==> config.mk <==
export PLATFORM = sky130hd
export DESIGN_NAME = fifo_wr_arbiter
export DESIGN_NICKNAME = d
export VERILOG_FILES = /design/src/rtl/fifo_arb_pkg.sv /design/src/rtl/rr_picker.sv /design/src/rtl/fifo_wr_arbiter.sv
export SDC_FILE = /design/constraint.sdc
export NUM_CORES = 1
export LEC_CHECK = 0
export CORE_ASPECT_RATIO = 1.2
export CORE_MARGIN = 4
export CORE_UTILIZATION = 43
export CTS_CLUSTER_DIAMETER = 150
export DETAILED_ROUTE_END_ITERATION = 12
export PLACE_DENSITY = 0.86
export SKIP_LAST_GASP = 1
export SLEW_MARGIN = 5
export SYNTH_ARGS = -nofsm -noshare
export SYNTH_HDL_FRONTEND = slang
export SYNTH_SLANG_ARGS = --single-unit
==> constraint.sdc <==
create_clock -name clk_i -period 3.82 [get_ports clk_i]
set_input_delay 1.146 -clock clk_i [delete_from_list [all_inputs] [get_ports clk_i]]
set_output_delay 1.146 -clock clk_i [all_outputs]
set_load 0.005 [all_outputs]
==> src/rtl/fifo_arb_pkg.sv <==
// Shared types and default constants for the FIFO write arbiter.
// Defines a fallback `WIDTH so the data width default is always resolvable.
`ifndef WIDTH
`define WIDTH 8
`endif

package fifo_arb_pkg;

  localparam int unsigned DefNumReq   = 4;
  localparam int unsigned DefMaxBurst = 4;
  localparam int unsigned BurstW      = 8;

  typedef enum logic [0:0] {
    StIdle,
    StGrant
  } arb_state_e;

  // Owner index width; a single requester still needs one bit.
  function automatic int unsigned idx_width(int unsigned n);
    return (n > 1) ? $clog2(n) : 1;
  endfunction

endpackage

==> src/rtl/rr_picker.sv <==
// Combinational round-robin select: first requester after last_owner_i, wrapping.
module rr_picker
  import fifo_arb_pkg::*;
#(
  parameter int unsigned NUM_REQ = DefNumReq,
  localparam int unsigned IdxW   = idx_width(NUM_REQ)
) (
  input  logic [NUM_REQ-1:0] req_i,
  input  logic [IdxW-1:0]    last_owner_i,
  output logic [IdxW-1:0]    owner_o,
  output logic               valid_o
);

  int unsigned idx;

  always_comb begin
    owner_o = '0;
    valid_o = 1'b0;
    idx     = 0;
    for (int unsigned k = 1; k <= NUM_REQ; k++) begin
      idx = (int'(last_owner_i) + k) % NUM_REQ;
      if (!valid_o && req_i[idx]) begin
        valid_o = 1'b1;
        owner_o = IdxW'(idx);
      end
    end
  end

endmodule

==> src/rtl/fifo_wr_arbiter.sv <==
// Round-robin burst arbiter sharing one FIFO write port among NUM_REQ requesters.
// Define FIFO_ARB_STATS_EN to add per-requester accepted-beat counters (beat_cnt_o).
module fifo_wr_arbiter
  import fifo_arb_pkg::*;
#(
  parameter int unsigned NUM_REQ   = DefNumReq,
  parameter int unsigned WIDTH     = `WIDTH,
  parameter int unsigned MAX_BURST = DefMaxBurst
) (
  input  logic                     clk_i,
  input  logic                     rst_i,
  input  logic [NUM_REQ-1:0]       req_i,
  input  logic [NUM_REQ*WIDTH-1:0] wdata_i,
  input  logic                     full_i,
  input  logic                     wr_error_i,
  output logic [NUM_REQ-1:0]       gnt_o,
  output logic                     wr_en_o,
  output logic [WIDTH-1:0]         wdata_o,
  output logic                     busy_o,
`ifdef FIFO_ARB_STATS_EN
  output logic [NUM_REQ*16-1:0]    beat_cnt_o,
`endif
  output logic                     err_o
);

  localparam int unsigned IdxW = idx_width(NUM_REQ);

  arb_state_e        state_q, state_d;
  logic [IdxW-1:0]   owner_q, owner_d;
  logic [IdxW-1:0]   last_owner_q, last_owner_d;
  logic [BurstW-1:0] burst_q, burst_d;
  logic              err_q, err_d;

  logic [IdxW-1:0]   pick_owner;
  logic              pick_valid;
  logic              beat;
  logic [BurstW-1:0] burst_inc;

  rr_picker #(
    .NUM_REQ (NUM_REQ)
  ) u_rr_picker (
    .req_i        (req_i),
    .last_owner_i (last_owner_q),
    .owner_o      (pick_owner),
    .valid_o      (pick_valid)
  );

  assign beat      = (state_q == StGrant) && req_i[owner_q] && !full_i;
  assign burst_inc = burst_q + BurstW'(1);

  always_comb begin
    state_d      = state_q;
    owner_d      = owner_q;
    last_owner_d = last_owner_q;
    burst_d      = burst_q;
    err_d        = err_q | wr_error_i;
    case (state_q)
      StIdle: begin
        if (pick_valid) begin
          state_d = StGrant;
          owner_d = pick_owner;
          burst_d = '0;
        end
      end
      StGrant: begin
        // A dropped request ends the grant immediately; full_i alone just stalls.
        if (!req_i[owner_q]) begin
          state_d      = StIdle;
          last_owner_d = owner_q;
        end else if (beat) begin
          burst_d = burst_inc;
          if (burst_inc == BurstW'(MAX_BURST)) begin
            state_d      = StIdle;
            last_owner_d = owner_q;
          end
        end
      end
      default: state_d = StIdle;
    endcase
  end

  always_ff @(posedge clk_i) begin
    if (rst_i) begin
      state_q      <= StIdle;
      owner_q      <= '0;
      last_owner_q <= IdxW'(NUM_REQ - 1);
      burst_q      <= '0;
      err_q        <= 1'b0;
    end else begin
      state_q      <= state_d;
      owner_q      <= owner_d;
      last_owner_q <= last_owner_d;
      burst_q      <= burst_d;
      err_q        <= err_d;
    end
  end

  always_comb begin
    gnt_o   = '0;
    wdata_o = '0;
    for (int i = 0; i < int'(NUM_REQ); i++) begin
      if (beat && (owner_q == IdxW'(i))) begin
        gnt_o[i] = 1'b1;
        wdata_o  = wdata_i[i*WIDTH +: WIDTH];
      end
    end
  end

  assign wr_en_o = beat;
  assign busy_o  = (state_q == StGrant);
  assign err_o   = err_q;

`ifdef FIFO_ARB_STATS_EN
  for (genvar g = 0; g < NUM_REQ; g++) begin : g_stats
    logic [15:0] cnt_q;
    always_ff @(posedge clk_i) begin
      if (rst_i) begin
        cnt_q <= '0;
      end else if (gnt_o[g]) begin
        cnt_q <= cnt_q + 16'd1;
      end
    end
    assign beat_cnt_o[g*16 +: 16] = cnt_q;
  end
`endif

endmodule

==> impl_metrics.yaml, run 1 <==
cells_and_area:
  final_area_um2: 1783
  drive_gt1_share_pct: 16.15
  final_common_cell: "clkdlybuf4s50_1"
  post-route-util_pct: 75.76
  n_antenna_cell: 0
  fill_cells: 159
  synthToLayoutAreaGrowth_pct: 64.93
  mostFrequentLayoutCells: "41 x clkdlybuf4s50_1, 14 x nand2_1, 14 x dfxtp_1, 14 x buf_4, 11 x dlygate4sd2_1"
  layout.nets: 234
placed_design:
  gp_congestion: 0.7873
  pre_cts_slack_ns: -0.1238
  hpwl_um: 2638
  numPortBuffers: 54
  placed_area_um2: 1698
status:
  outcome: "finished clean"
floorplanning:
  initial_utilization_pct: 45.93
  die_w_um: 53.77
  fp.dieArea_um2: 3383
  io_pins: 55
  die_h_um: 62.93
  coreArea_um2: 2354
  fp-row-count: 19
setup_path:
  critPathKind: "input pin to primary output"
  worstSetupStartpointType: "input pin"
  crit_arrival_ns: 2.63
  cp_max_fo: 1
  cp-end-kind: "primary output"
  required_ns: 2.67
timing:
  slew_headroom_pct: 68.35
  setup_ws_ns: 0.04655
  timing.hold.ws_ns: 0.4728
  setup_viol: 0
  fin_skew_ns: 0.003803
  fmaxAchievable_mhz: 265.0
  worstMarginPinSlew_ns: 0.4733
  min_period_over_period_pct: 98.78
  layout_min_cycle_time_ns: 3.773
  setup_tns_ns: 0
  maxSlewViolCount: 0
  hold_viol_final: 0
pwr:
  power_density_nw_per_um2: 238.7
  seqPwrFrac_pct: 37.7
  vdd.ir_drop.worst_mv: 0.2714
  intPower_uw: 307.4
  leakage_uw: 0.0007715
  clockPowerShare_pct: 25.2
  power.switching_uw: 118.1
  combPwrFrac_pct: 37.1
  p_sw_share_pct: 27.75
worst_hold_path:
  hp-class: "register to register"
yosys:
  yosys_warnings: 0
  syn_area_um2: 1081
  synth_top_area_share_pct: 25.93
  synth_xor_area_share_pct: 0.8102
  synth-seq-cells: 14
  ys.flop_type: "dfxtp_1"
  synth_cell_types: 37
  synth_fa_ha_area_share_pct: 1.157
  synth_compound_area_share_pct: 18.29
  synth_edf_count: 0
  synth.yosys.seq_area_share_pct: 25.93
  ys_top_cells_by_area: "dfxtp_1 26%, mux4_2 19%, and3_1 5.8%"
  synthMuxAreaShare_pct: 19.68
  yosys.area.top_type: "dfxtp_1"
  synth_top_family_by_area: "simple AND/OR/NAND/NOR gates"
  synth-simple-area-share_pct: 28.24
  synthArstFlopShare_pct: 0
  synthCells: 126
  syn-num-nets: 167
  syn-mean-instance-area_um2: 8.580
clock_network:
  clk_latency_ns: 0.29
  htreeDepth: 1
  clockRootBuffer: "clkbuf_4"
  clock_path_buffers: 2
  cts_tree: "done"
  cts-buffers-inserted: 3
  clk_pin_slew_worst_paths_ns: 0.08
  clock-sinks: 14
routing:
  wl_um: 3598
  drc_errors: 0
  dr.first_iter.drc_count: 26
  vias_per_cell: 5.735
  drt-pass1-iter-count: 4
  ant_nets: 0
  vias: 1279
  wl_per_cell_um: 16.13
grt:
  grtUsageTotal_pct: 21.65
  grt_antenna_before_repair: 0
  grt_max_degree: 17
  overflow: 0
  grt_pass1_wl_um: 5554
  grt_pass1_vias: 1241
flow_run:
  drv_cap: 0
## power by group through the flow
stage | Clock [uW] | Sequential, uW | Combinational [uW]
2_1_floorplan | 0 | 161 | 73.6
3_3_place_gp | 0 | 163 | 143
3_5_place_dp | 0 | 164 | 146
4_1_cts | 110 | 161 | 156
5_1_grt | 116 | 162 | 170
6_report | 107 | 160 | 158
## logic make-up after synthesis
family / after synthesis
AOI/OAI and AO/OA: 29
xor gates and xnor gates: 1
adders and majority gates: 1
buffers and inverters: 14
DFF: 14
muxes: 10
and+or+nand+nor: 57
## layout make-up
cell class / instances / area (um2) / area share [%]
clock buffers: 4 / 36.28 / 2.035
repair buffers: 68 / 636.9 / 35.72
flip-flops and latches: 14 / 280.3 / 15.72
multi-input cells: 99 / 764.5 / 42.88
well taps: 31 / 38.79 / 2.175
inverters: 7 / 26.28 / 1.474
## routing by layer
layer  wire [um]  part of all wire, %  up-vias  GRT usage, %
met5           0                    0        -             0
li1            -                    -      608             -
met4          39                  1.1        0         6.709
met3         460                   13        5         5.967
met2        1699                   47       64         37.12
met1        1398                   39      602         24.93
## critical path: stages
cell and delay, ns:
clkdlybuf4s50_1 0.41, mux4_2 0.45, and3_1 0.18, clkdlybuf4s50_1 0.43
## worst paths after layout
check | from | to | slack [ns] | cells after the start
setup / recovery | wdata_i[26] | wdata_o[2] | 0.05 | 4
setup reg to reg | owner_q[0] | last_owner_q[1] | 1.69 | 8
hold / removal | err_o | err_o | 0.47 | 2
hold reg to reg | err_o | err_o | 0.47 | 2
## registers in the layout (all words and copies together), names as in the netlist
signal	cells
last_owner_q	2
burst_q	8
owner_q	2
err_o	1
busy_o	1
## synthesized netlist by cell type, types with 3 or more instances
master and count:
nor2_1 9, nand2_1 15, buf_2 3, mux4_2 9, nor3_1 4, o21ai_0 6
inv_1 7, nand3_1 3, a31oi_1 3, dfxtp_1 14, and3_1 10, clkbuf_1 3
o21a_1 3, a21oi_1 9
## timing repair
item / CTS / global route
buffers inserted: 4 / 0
endpoints found under the setup margin: 9 / 3
gates cloned: 1 / 0
pin swaps: 3 / 0
hold buffers: 0 / 0
gates resized for setup: 13 / 3
## per-stage QoR
step	instances	power, uW
floorplan	126	234.1
global placement	214	306.1
detailed placement	214	310.1
CTS	223	426.2
global route	223	448.7
finish	223	425.5
(Power assumes the default switching activity.)
==> run 2: changes to the inputs <==
- PLACE_DENSITY: 0.86 -> 0.84
- SYNTH_HIERARCHICAL: not set -> 1
- TNS_END_PERCENT: not set -> 100
==> run 2 against run 1 <==
Final cell count increased by 5.4%. Power rose by 0.84%. Synthesized cell count grew 5.6%. Sequential power increased by 4%. Routed wire length up 3.7%. Global-route usage is 0.49 points lower.
==> impl_metrics.yaml, run 2 <==
yosys:
  ys_top_cells_by_area: "dfxtp_1 24%, mux4_2 16%, mux2i_1 7.0%"
  yosys_warnings: 6
  synth_edf_count: 0
  synth_fa_ha_area_share_pct: 2.174
  synth_commonest_cells: "19 x nor2_1, 14 x dfxtp_1, 12 x a21oi_1"
  synth_compound_area_share_pct: 16.96
  synthMuxAreaShare_pct: 22.61
  synthArstFlopShare_pct: 0
  ys.flop_type: "dfxtp_1"
  yosysMostFrequentCell: "nor2_1"
  synth-simple-area-share_pct: 27.93
  syn-mean-instance-area_um2: 8.655
  synth_xor_area_share_pct: 1.522
  syn_area_um2: 1151
  yosys.area.top_type: "dfxtp_1"
  syn-num-nets: 175
  synth_top_area_share_pct: 24.35
  synth_top_family_by_area: "simple AND/OR/NAND/NOR gates"
  synth_cell_types: 41
  synth-seq-cells: 14
  synthCells: 133
  synth.yosys.seq_area_share_pct: 24.35
setup_path:
  critPathKind: "input pin to primary output"
  crit_arrival_ns: 2.63
  worstSetupStartpointType: "input pin"
  cp-end-kind: "primary output"
  slowest_stage: "or3b_4"
  required_ns: 2.67
  cp_common_cell: "dlygate4sd2_1"
  crit_chain: "dlygate4sd2_1 -> or3b_4 -> o22a_4 -> inv_2 -> buf_6 -> buf_4 -> and2_1 -> dlygate4sd2_1"
  crit_buf_inv: 5
  worst_path_dominant_cell_family: "buffers and inverters"
  slowest_delay_ns: 0.37
  cp_max_fo: 3
cells_and_area:
  top_register: "burst_q"
  top_regs: "burst_q: 8 flops, last_owner_q: 2 flops, owner_q: 2 flops"
  fill_cells: 197
  layout.nets: 245
  largest_register_ffs: 8
  n_antenna_cell: 0
  mostFrequentLayoutCells: "40 x clkdlybuf4s50_1, 19 x nor2_1, 17 x buf_4"
  drive_gt1_share_pct: 19.31
  synthToLayoutAreaGrowth_pct: 62.50
  final_common_cell: "clkdlybuf4s50_1"
grt:
  grt_pass1_wl_um: 6154
  top_usage_layer: "met2"
  met1_usage_pct: 26.48
  grt_use_met3_pct: 3.984
  overflow: 0
  grtUsageTotal_pct: 21.16
  met2_usage_pct: 37.43
  grt_pass1_vias: 1287
  grt_antenna_before_repair: 0
  grt_max_degree: 17
floorplanning:
  die_w_um: 55.23
  fp.dieArea_um2: 3572
  initial_utilization_pct: 45.10
  io_pins: 55
  die_h_um: 64.68
  coreArea_um2: 2552
  fp-row-count: 20
placed_design:
  gp_congestion: 0.9077
  pre_cts_slack_ns: -0.3602
  hpwl_um: 2857
  numPortBuffers: 54
timing:
  fin_skew_ns: 0.003561
  rsz0062_at_grt: "true"
  worstMarginPinSlew_ns: 0.5706
  timing.hold.ws_ns: 0.4777
  maxSlewViolCount: 0
  setup_viol: 0
  slew_headroom_pct: 61.84
  fmaxAchievable_mhz: 264.8
  min_period_over_period_pct: 98.85
  hold_viol_final: 0
  layout_min_cycle_time_ns: 3.776
  setup_ws_ns: 0.04399
routing:
  wl_um: 3732
  drc_errors: 0
  vias_per_cell: 5.570
  drt-pass1-iter-count: 4
  dr.first_iter.drc_count: 39
  ant_nets: 0
  vias: 1309
  wl_per_cell_um: 15.88
status:
  outcome: "finished clean"
clock_network:
  clk_latency_ns: 0.28
  cts-buffers-inserted: 3
  clock-sinks: 14
  clockRootBuffer: "clkbuf_4"
  clk_pin_slew_worst_paths_ns: 0.08
  cts_tree: "done"
  htreeDepth: 1
  clock_path_buffers: 2
  cts_hold_buf: 0
flow_run:
  drv_cap: 0
pwr:
  leakage_uw: 0.0007778
  power_uw: 429.1
  power_density_nw_per_um2: 229.4
  vdd.ir_drop.worst_mv: 0.2187
worst_hold_path:
  hp-class: "register to register"
==> run 2: tightest hold or removal path, cell delays in order (launching register included) <==
cell     delay [ns]
dfxtp_1        0.34
nor2_1         0.04
nor2_1         0.07
==> run 2: metal layers <==
layer / share of wire, % / routed length (um)
met5: 0 / 0
met1: 44 / 1648
met2: 48 / 1808
met4: 1.0 / 38
met3: 6.4 / 237
==> run 2: cells by family after synthesis <==
kind of cell	count (synthesis)
xor gates and xnor gates	2
AOI/OAI and AO/OA	29
buffers and inverters	11
DFF	14
adders and majority gates	2
muxes	16
and+or+nand+nor	59
==> run 2: cell type report <==
type                    instances  area, um2  share of cell area (%)
clock buffers                   4      36.28                   1.940
inverters                       3      11.26                  0.6020
multi-input cells             108      830.8                   44.41
flip-flops and latches         14      280.3                   14.98
well taps                      33      41.29                   2.207
repair buffers                 72      663.1                   35.45
repair inverters                1      7.507                  0.4013
==> run 2: path summary, 6_finish.rpt <==
kind,end,slack [ns],from,cells after the start
worst max register to register,burst_q[4],1.35,owner_q[0],9
worst min-delay path,err_o,0.48,err_o,2
worst max-delay path,wdata_o[2],0.04,full_i,8
worst min register to register,err_o,0.48,err_o,2
==> run 2: power by group <==
group / internal (uW) / switching [uW] / total (uW)
Clock: 57.9 / 49.1 / 107
Combinational: 101 / 55.8 / 156
Sequential: 153 / 12.6 / 166
Total: 312 / 117 / 429
==> run 2: per-stage QoR <==
| stage | setup TNS (ns) | std cells | cell area [um2] | util [%] |
|---|---|---|---|---|
| after floorplan | 0 | 133 | 1151 | - |
| after global placement | -2.587 | 224 | 1783 | 69.85 |
| after detailed placement | -3.299 | 224 | 1783 | 69.85 |
| after CTS | -0.0006339 | 235 | 1858 | 72.79 |
| after global routing | -0.008012 | 235 | 1871 | 73.28 |
| final | 0 | 235 | 1871 | 73.28 |
==> run 2: repair_timing <==
action	CTS	global route
endpoints found under the setup margin	11	4
setup buffers	6	0
gates cloned	1	0
pin swaps	2	2
resized for setup	21	3
==> run 3: changes to the inputs <==
- CORE_UTILIZATION: 43 -> 25
- PLACE_DENSITY: 0.84 -> not set
==> run 3 against run 2 <==
Worst hold slack got worse by 0.010 ns. Routed wire length fell by 6.0%. Power rose by 9.4%. Clock-buffer cell count did not move. Register-to-register slack got worse by 0.22 ns. Sequential power barely moved. Sequential share of layout area fell by 0.34 points.
==> impl_metrics.yaml, run 3 (synthesis results as in run 2) <==
grt:
  overflow: 0
  grtUsageTotal_pct: 12.35
  top_usage_layer: "met2"
  grt_max_degree: 17
  grt_pass1_vias: 1213
  met2_usage_pct: 22.12
  met1_usage_pct: 14.96
  grt_use_met3_pct: 2.785
  grt_antenna_before_repair: 0
  grt_pass1_wl_um: 5727
timing:
  fmaxAchievable_mhz: 264.7
  setup_viol: 0
  maxSlewViolCount: 0
  rsz0062_at_grt: "false"
  hold_viol_final: 0
  setup_tns_ns: 0
  min_period_over_period_pct: 98.91
  worstMarginPinSlew_ns: 0.5812
  timing.hold.ws_ns: 0.4673
  slew_headroom_pct: 61.13
  layout_min_cycle_time_ns: 3.778
  fin_skew_ns: 0.006861
setup_path:
  reg2regPathDepth: 11
  crit_buf_inv: 3
  slowest_delay_ns: 0.54
  cp_max_fo: 2
  required_ns: 2.67
  cp-end-kind: "primary output"
  worst_path_dominant_cell_family: "buffers and inverters"
  crit_chain: "dlygate4sd2_1 -> or3b_4 -> buf_4 -> nor3b_1 -> clkdlybuf4s50_1"
  crit_cells: 5
  critPathKind: "input pin to primary output"
  worstSetupStartpointType: "input pin"
  slowest_stage: "clkdlybuf4s50_1"
  crit_arrival_ns: 2.63
  regToRegSetupSlack_ns: 1.13
placed_design:
  gp_congestion: 0.7784
  numPortBuffers: 54
  hpwl_um: 2602
routing:
  dr.first_iter.drc_count: 13
  wl_per_cell_um: 13.60
  drt-pass1-iter-count: 4
  vias_per_cell: 4.895
  drc_errors: 0
  vias: 1263
  wl_um: 3508
  ant_nets: 0
floorplanning:
  initial_utilization_pct: 26.41
  die_h_um: 82.33
  coreArea_um2: 4359
  io_pins: 55
  die_w_um: 69.95
  fp-row-count: 26
  fp.dieArea_um2: 5759
clock_network:
  clock_path_buffers: 2
  cts_tree: "done"
  clockRootBuffer: "clkbuf_8"
  clk_latency_ns: 0.25
  htreeDepth: 1
  cts-buffers-inserted: 3
  clk_pin_slew_worst_paths_ns: 0.06
  cts_hold_buf: 0
  clock-sinks: 14
cells_and_area:
  multi_input_area_um2: 834.6
  top_register: "burst_q"
  seq_area_um2: 280.3
  final_common_cell: "clkdlybuf4s50_1"
  mostFrequentLayoutCells: "41 x clkdlybuf4s50_1, 19 x nor2_1, 17 x buf_4"
  n_antenna_cell: 0
  post-route-util_pct: 43.92
  largest_register_ffs: 8
  fill_cells: 448
  drive_gt1_share_pct: 20.79
  synthToLayoutAreaGrowth_pct: 66.30
  top_regs: "burst_q: 8 flops, last_owner_q: 2 flops, owner_q: 2 flops"
  layout.nets: 245
worst_hold_path:
  hp-class: "register to register"
  min_delay_path_depth: 2
pwr:
  leakage_uw: 0.0007605
  power_uw: 469.2
  power_density_nw_per_um2: 245.1
  vdd.ir_drop.worst_mv: 0.1489
status:
  outcome: "finished clean"
flow_run:
  drv_cap: 0
[run 3: cell count changes in the layout (fill, tap and decap cells not counted), sizes merged]
cell           previous run  this run
dlygate4sd2              11         9
clkbuf                    4         6
clkdlybuf4s50            40        41
dlymetal6s2s              1         0
[run 3: repair_timing]
action | 4_1_cts | 5_1_grt
gates cloned | 1 | 0
resized for setup | 24 | 5
endpoints found under the hold margin | 0 | 0
endpoints found under the setup margin | 11 | 6
buffers inserted | 7 | 0
pin swaps | 2 | 1
[run 3: worst register-to-register path: stages (launching register included)]
cell,delay (ns)
dfxtp_1,0.56
mux2i_1,0.37
o22a_4,0.24
clkinvlp_4,0.10
buf_4,0.14
buf_4,0.12
buf_4,0.12
buf_4,0.12
buf_4,0.15
nor2_1,0.36
a21oi_1,0.08
a211oi_1,0.23
[run 3: area by class of cell]
class	count	share of cell area (%)
multi-input combinational	108	43.59
timing repair buffer	72	34.12
sequential	14	14.64
tap	56	3.660
clock buffer	4	2.876
inverter	3	0.7190
timing repair inverter	1	0.3922
[run 3: path summary, 6_finish.rpt]
check,from,to
max,full_i,gnt_o[1]
min,err_o,err_o
max reg2reg,owner_q[0],burst_q[4]
min reg2reg,err_o,err_o
[run 3: stage by stage]
stage               cell area (um2)  setup WS (ns)  instances
CTS                            1913      -0.009741        258
finish                         1914        0.04178        258
global placement               1804        -0.3333        246
global route                   1914       0.002307        258
detailed placement             1804        -0.3594        246
floorplan                      1151         0.3540        133
[run 3: power by group]
| group | switching [uW] | total (uW) | internal, uW |
|---|---|---|---|
| clock network | 55.8 | 147 | 91.3 |
| logic | 52.4 | 154 | 101 |
| registers | 15.2 | 168 | 153 |
| total | 123 | 469 | 346 |
[run 3: per-layer routing]
metal  vias up  part of all wire, %
met1       583                   46
li1        633                    -
met5         -                    0
met4         0                  1.1
met2        42                   47
met3         5                  5.2
==> RTL edit, RTL diff (settings of run 1) <==
The option `FIFO_ARB_STATS_EN` is turned on by a define.
--- a/src/rtl/fifo_wr_arbiter.sv
+++ b/src/rtl/fifo_wr_arbiter.sv
@@ -2,2 +2,4 @@
 // Define FIFO_ARB_STATS_EN to add per-requester accepted-beat counters (beat_cnt_o).
+`define FIFO_ARB_STATS_EN
+
 module fifo_wr_arbiter
Function (old outputs only; new: beat_cnt_o): kept (Yosys induction, for registers that start in step).
==> RTL edit against run 1 <==
  * Via count increased to 3.3 times the old value
  * Setup slack got worse by 0.10 ns
  * Final area increased to 3.2 times the old value
  * Clock power increased to 6.5 times the old value
  * Largest power group unchanged
  * Wire length increased to 3.2 times the old value
  * Sequential cell count increased by 64
  * Power increased to 4.0 times the old value
  * Synthesized area increased to 3.7 times the old value
  * Global-route usage decreased by 0.54 points
  * Largest cell class unchanged
  * Critical path type unchanged
  * The flow now finishes with violations (setup timing)
==> RTL edit: results (changes against run 1) <==
Yosys
  • Mux cell area share after synthesis: 0.0590 (was 0.197)
  • Seq/Total Area, Yosys: 0.390 (was 0.259)
  • Synth cell count leaders: 78 x dfxtp_1, 49 x a21oi_1, 41 x nor2_1 (was 15 x nand2_1, 14 x dfxtp_1, 10 x and3_1)
  • Netlist cell types: 46 (was 37)
  • Xor/xnor share of the synthesized area: 0.0481 (was 0.00810)
  • Syn Nets: 524 (was 167)
  • Compound-Gate Fraction of Synth Area: 0.171 (was 0.183)

Global route
  • GRT Total Usage: 0.211 (was 0.217)
  • Largest net degree at the start of global routing: 59 (was 17)
  • Antenna violations before repair: 1 (was 0)
  • First-pass GRT wire length: 18.7 mm (was 5.55 mm)

Power and ir drop
  • Clock network power: 695 uW (was 107 uW)
  • P_leak: 1.95 nW (was 0.771 nW)
  • Power density over cell area: 303 nW/um^2 (was 239 nW/um^2)

Placed design
  • Placed insts: 715 (was 214)
  • DP HPWL: 8.37 mm (was 2.64 mm)
  • Dpl ws: -0.316 ns (was -0.124 ns)

Critical path
  • Crit Path Max Fanout: 8 (was 1)
  • R2r setup slk: 1.20 ns (was 1.69 ns)
  • R2r worst-path depth: 5 (was 8)
  • RR Endpoint: g_stats[0].cnt_q[15]$_SDFFE_PP0N_ (was last_owner_q[1]$_SDFFE_PP1P_)
  • Critical-path top delay cell: clkdlybuf4s50_1 (was mux4_2)

Clocking
  • H-tree levels: 3 (was 1)

Route
  • Drt via density: 5.69 (was 5.74)
  • DRT Wirelength: 11.4 mm (was 3.60 mm)

STA
  • Final WS setup: -0.0531 ns (was 0.0465 ns)
  • Final setup vio count: 3 (was 0)
  • Worst Skew: 0.00903 ns (was 0.00380 ns)

Outcome
  • Status: finished, violations left (was finished clean)
  • Failing checks: setup timing

Layout
  • Fin nets: 655 (was 234)
-- RTL edit: cell count changes after synthesis, moves of 13 or more --
| cell | run 1 | this run |
|---|---|---|
| nand3_1 | 3 | 22 |
| dfxtp_1 | 14 | 78 |
| o21ai_0 | 6 | 22 |
| a21oi_1 | 9 | 49 |
| o31ai_1 | 1 | 24 |
| nor2_1 | 9 | 41 |
| or4_1 | 1 | 27 |
| nand4_1 | 1 | 21 |
| nand2_1 | 15 | 28 |
| or3_1 | 0 | 15 |
| clkbuf_1 | 3 | 19 |
| xnor2_1 | 0 | 13 |
-- RTL edit: metal layers --
| metal | global-route usage | up-vias | share of wire |
|---|---|---|---|
| met3 | 0.0422 | 12 | 0.051 |
| met1 | 0.251 | 2009 | 0.41 |
| li1 | - | 2042 | - |
| met4 | 0.0693 | 0 | 0.011 |
| met2 | 0.374 | 112 | 0.53 |
| met5 | 0 | - | 0 |
-- RTL edit: area by class of cell --
type                    instances  area share
multi-input cells             360       0.406
flip-flops and latches         78       0.275
repair buffers                146       0.244
clock buffers                  12      0.0273
well taps                     120      0.0264
clock inverters                 3      0.0119
inverters                      14     0.00926
diodes                          1    0.000441
-- RTL edit: metrics by stage --
stage / util / hold slack [ns]
after global placement: 0.599 / 0.447
after global routing: 0.625 / 0.502
after detailed placement: 0.599 / 0.472
final: 0.625 / 0.478
after floorplan: - / 0.450
after CTS: 0.622 / 0.483
-- RTL edit: what timing repair did --
action,in CTS,in global routing
pin swaps,2,2
gates resized for setup,20,7
cloned,0,0
endpoints found under the setup margin,12,9
buffers inserted,2,1
-- RTL edit: worst reg2reg max path, cell delays in order (launching register included) --
cell,delay [ns]
dfxtp_1,0.55
or3b_1,0.48
buf_4,0.17
or4_1,0.68
or4_1,0.52
a21oi_1,0.15
